### config.mk
export PLATFORM = sky130hd
export DESIGN_NAME = board_judge
export DESIGN_NICKNAME = d
export VERILOG_FILES = /design/src/rtl/board_judge.sv
export SDC_FILE = /design/constraint.sdc
export NUM_CORES = 1
export LEC_CHECK = 0
export CAP_MARGIN = 20
export CORE_ASPECT_RATIO = 1.2
export CORE_MARGIN = 2
export CORE_UTILIZATION = 55
export DETAILED_ROUTE_END_ITERATION = 7
export GPL_TIMING_DRIVEN = 0
export PLACE_DENSITY = 0.82
export SKIP_CTS_REPAIR_TIMING = 1
export SYNTH_ARGS = -nofsm -noshare
export SYNTH_HDL_FRONTEND = slang
export SYNTH_SLANG_ARGS = --single-unit
### constraint.sdc
create_clock -name clk -period 5.9 [get_ports clk]
set_input_delay 1.77 -clock clk [delete_from_list [all_inputs] [get_ports clk]]
set_output_delay 1.77 -clock clk [all_outputs]
set_load 0.05 [all_outputs]
### src/rtl/board_judge.sv
`default_nettype none
// ============================================================================
// Module   : board_judge
// Purpose  : Tic-tac-toe judge stage. On an accepted request it snapshots the
//            3x3 board, scans the 8 winning lines one per cycle, then checks
//            for a full board and for overlapping cells. Results are held
//            stable until the next accepted request.
// Ports    : clk, reset (async, active-high)
//            make_judge_req   - request pulse, accepted while ready is high
//            make_judge_ready - (state==IDLE) & ~make_judge_req
//            board_a/board_b  - 9-bit cell masks, bit index = row*3+col
//            end_of_game, win_a, win_b, draw, board_error, win_line[2:0]
// Revision : 1.0 - initial release
// ============================================================================
module board_judge #(
  parameter int EARLY_EXIT = 0
) (
  input  logic       clk,
  input  logic       reset,
  input  logic       make_judge_req,
  output logic       make_judge_ready,
  input  logic [8:0] board_a,
  input  logic [8:0] board_b,
  output logic       end_of_game,
  output logic       win_a,
  output logic       win_b,
  output logic       draw,
  output logic       board_error,
  output logic [2:0] win_line
);

  typedef enum logic [1:0] {
    IDLE  = 2'd0,
    SCAN  = 2'd1,
    FINAL = 2'd2
  } state_t;

  state_t     state;
  state_t     state_next;
  logic [8:0] snap_a;
  logic [8:0] snap_b;
  logic [2:0] li;

  logic [8:0] cur_mask;
  logic       hit_a;
  logic       hit_b;
  logic       scan_done;
  logic       full;
  logic       overlap;
  logic       draw_next;

  // Cell mask of winning line idx: rows, then columns, then the two diagonals.
  function automatic logic [8:0] line_mask(input logic [2:0] idx);
    logic [8:0] m;
    case (idx)
      3'd0:    m = 9'b000_000_111;
      3'd1:    m = 9'b000_111_000;
      3'd2:    m = 9'b111_000_000;
      3'd3:    m = 9'b001_001_001;
      3'd4:    m = 9'b010_010_010;
      3'd5:    m = 9'b100_100_100;
      3'd6:    m = 9'b100_010_001;
      default: m = 9'b001_010_100;
    endcase
    return m;
  endfunction

  assign cur_mask  = line_mask(li);
  assign hit_a     = ((snap_a & cur_mask) == cur_mask);
  assign hit_b     = ((snap_b & cur_mask) == cur_mask);
  // Last line reached, or an early win ends the scan when enabled.
  assign scan_done = (li == 3'd7) || ((EARLY_EXIT != 0) && (hit_a || hit_b));

  assign full      = &(snap_a | snap_b);
  assign overlap   = |(snap_a & snap_b);
  assign draw_next = full & ~win_a & ~win_b;

  // Ready drops in the request cycle itself so the upstream manager, which
  // samples ready one cycle after raising req, never sees a stale idle.
  assign make_judge_ready = (state == IDLE) & ~make_judge_req;

  always_ff @(posedge clk or posedge reset) begin
    if (reset) state <= IDLE;
    else       state <= state_next;
  end

  always_comb begin
    state_next = state;
    case (state)
      IDLE:    if (make_judge_req) state_next = SCAN;
      SCAN:    if (scan_done)      state_next = FINAL;
      FINAL:   state_next = IDLE;
      default: state_next = IDLE;
    endcase
  end

  always_ff @(posedge clk or posedge reset) begin
    if (reset) begin
      snap_a      <= 9'd0;
      snap_b      <= 9'd0;
      li          <= 3'd0;
      end_of_game <= 1'b0;
      win_a       <= 1'b0;
      win_b       <= 1'b0;
      draw        <= 1'b0;
      board_error <= 1'b0;
      win_line    <= 3'd0;
    end else begin
      case (state)
        IDLE: begin
          if (make_judge_req) begin
            snap_a      <= board_a;
            snap_b      <= board_b;
            li          <= 3'd0;
            end_of_game <= 1'b0;
            win_a       <= 1'b0;
            win_b       <= 1'b0;
            draw        <= 1'b0;
            board_error <= 1'b0;
            win_line    <= 3'd0;
          end
        end
        SCAN: begin
          if (hit_a) win_a <= 1'b1;
          if (hit_b) win_b <= 1'b1;
          // Only the first (lowest-numbered) won line is recorded.
          if ((hit_a || hit_b) && !(win_a || win_b)) win_line <= li;
          if (!scan_done) li <= li + 3'd1;
        end
        FINAL: begin
          board_error <= overlap;
          draw        <= draw_next;
          end_of_game <= win_a | win_b | draw_next | overlap;
        end
        default: ;
      endcase
    end
  end

endmodule
`default_nettype wire

==> results.tsv <==
metric	value	unit
run status	complete, no violations	
clock buffer depth	2	
top-count cell post-synth	nand2_1	
Die Span Y	63.94	um
worst path required time	4130	ps
largest cells by area after synthesis	dfrtp_1 (47%), nand2_1 (15%), ha_1 (4.6%)	
Crit path max-delay family	buffers and inverters	
initial antenna violation count	0	
Clock Tree Root	clkbuf_4	
clk sinks	31	
ANT nets after route	0	
post-route setup slack	919.8	ps
CP max-delay cell	clkdlybuf4s50_1	
Final Max Slew Viols	0	
# DRC	0	
drt wl/cell	15.04	um
Post-synth EDFFs	0	
post-route minimum period	4980	ps
Top Usage Layer GRT	met2	
Worst Hold End	draw	
starting density of the core	0.5857	
CP peak stage delay	820	ps
Setup TNS Final	0	ps
clock buffer count from CTS	5	
Synth Register Bits	31	
die area	0.003450	mm2
Most common cell on crit path	clkdlybuf4s50_1	
final wirelength	3865	um
post-place setup slack	916.7	ps
GRT Util Overall	0.2708	
via count	1510	
commonest cells in the netlist	nand2_1 (64), dfrtp_1 (31), inv_1 (9)	
period utilization	0.8441	
met2 usage	0.4527	
Hold Path Cell Cnt	2	
Buffers on Ports	29	
Flop pwr share	0.375	
Switching Share	0.4560	
vias in the first global route	1528	
maximum clock rate	0.2008	GHz
ys flop type	dfrtp_1	
Comb pwr share	0.511	
share of the synthesized area in the top cell type	0.4711	
Mapped Cells	186	
row cnt	21	
GR Util met3	0.07944	
FF-to-FF End	win_line[0]	
Worst setup SP type	input pin	
CP endpoint kind	output port	
hold slack	529.3	ps
Final Hold Viols	0	
syn_nets	213	
Sw Pwr	0.0005014	W
Leak	0.9668	nW
gpl congestion	0.8547	
Arr. time, crit path	3210	ps
placed cell areas	0.001979	mm2
Final HPWL DP	2871	um
final instance area	0.002063	mm2
Slew HR	0.5776	
clock skew	6.761	ps
Top Ports	30	
Pwr Total	0.001100	W
CTS clk-pin slew, worst paths	100	ps
Max Cap Violations	0	
Synth Cell Area	0.001647	mm2
Pre-antenna DRT Iters	7	
Worst R2R Start	li[0]	
Iter 0 DRT Violations	48	
core region area	0.002811	mm2
flop-to-flop setup slack	3040	ps
Clock power frac	0.114	
kind of critical path	in -> out	
PD cells	532.9	mW/mm2
final setup vio count	0	
largest area contributor in the netlist	dfrtp_1	
diodes inserted	0	
nets@finish	250	
Netlist cell types	38	
pin count of the biggest net entering global routing	32	
Worst Hold Launch	draw	
internal power	0.0005981	W
post-synthesis sequential area ratio	0.4711	
Syn Area/Cell	8.853	um2
layout cells sized above 1	0.08072	
FFs w/ async S/R, synth	1.000	
Synth-to-Final Area Change	25.30	%
worst-path cell chain	clkdlybuf4s50_1, nor3_1, clkdlybuf4s50_1	
first-pass GRT wire length	6817	um
chip width	53.95	um
htree depth	2	
unrepaired setup endpoints after global routing	false	
clk_lat worst skew	330	ps
routed vias/inst	5.875	
reg2reg path depth	8	
Worst VDD drop	0.0003218	V
Critical Path Source	make_judge_req	
synth warn	0	
grt total ovfl	0	
Buf/Inv on CP	2	
CTS tree	built	
worst slew pin tran	632.9	ps
crit path max fanout	4	
GR Layer Usage met1	0.3149	
Hold Path Class	reg -> reg	
-- how the worst max path moves through the flow --
| stage | cells past startpoint | slack (ps) | endpoint |
|---|---|---|---|
| final | 3 | 920 | make_judge_ready |
| after global routing | 3 | 840 | make_judge_ready |
| after CTS | 3 | 910 | make_judge_ready |
| after detailed placement | 3 | 920 | make_judge_ready |
| after global placement | 3 | 940 | make_judge_ready |
| after floorplan | 1 | 1320 | make_judge_ready |
-- worst min-delay path, stage by stage (launching register included) --
cell     delay (ps)
dfrtp_1         360
nand3_1          70
nand2_1          70
-- final cells by class --
type,count,area (um2)
sequential,31,775.7
inverter,9,33.78
timing repair buffer,30,317.8
clock inverter,1,5.005
clock buffer,6,51.30
buffer,5,20.02
tap,34,42.54
fill,209,748.2
multi-input combinational,141,817.0
-- stage by stage --
stage               instances  utilization
global placement          249       0.7041
global route              257       0.7339
floorplan                 186            -
finish                    257       0.7339
detailed placement        249       0.7041
CTS                       256       0.7241
-- sequential cells by signal, indices dropped and copies added, names as in the netlist --
register,cells
board_error,1
draw,1
end_of_game,1
li,3
snap_a,9
snap_b,9
state,2
win_a,1
win_b,1
win_line,3
-- cells in the final DEF (no fill, tap or decap), types with 2 or more instances in the layout --
master           instances
a21oi_1                  7
a31oi_1                  2
clkbuf_1                 4
clkbuf_4                 5
clkdlybuf4s50_1         29
dfrtp_1                 31
ha_1                     6
inv_1                    9
mux2_2                   2
mux2i_1                  4
nand2_1                 64
nand2b_1                 3
nand3_1                  6
nor2_1                   5
nor2b_1                  2
nor3_1                   6
nor4_1                   3
o21ai_0                  6
o22ai_1                  5
-- power by group through the flow --
stage          clock network [W]  logic, W  registers [W]
2_1_floorplan                  0  0.000366       0.000442
3_3_place_gp                   0  0.000535       0.000410
3_5_place_dp                   0  0.000554       0.000412
4_1_cts                 0.000129  0.000558       0.000408
5_1_grt                 0.000141  0.000623       0.000423
6_report                0.000126  0.000562       0.000412
-- metal layers --
metal,share of wire,vias to the layer above
met3,0.060,10
li1,-,720
met2,0.52,60
met5,0,-
met4,0.021,0
met1,0.40,720
-- cells by family (layout without fill, tap and decap cells) --
logic type | after synthesis | in the layout | synth area share
flip-flops | 31 | 31 | 0.4711
AND/OR/NAND/NOR | 96 | 96 | 0.2645
multiplexers | 6 | 6 | 0.03799
buffers and inverters | 14 | 51 | 0.03267
adder cells (fa/ha/maj) | 6 | 6 | 0.04559
AO/OA/AOI/OAI | 33 | 33 | 0.1482
Power figures use the tool's default switching activity.
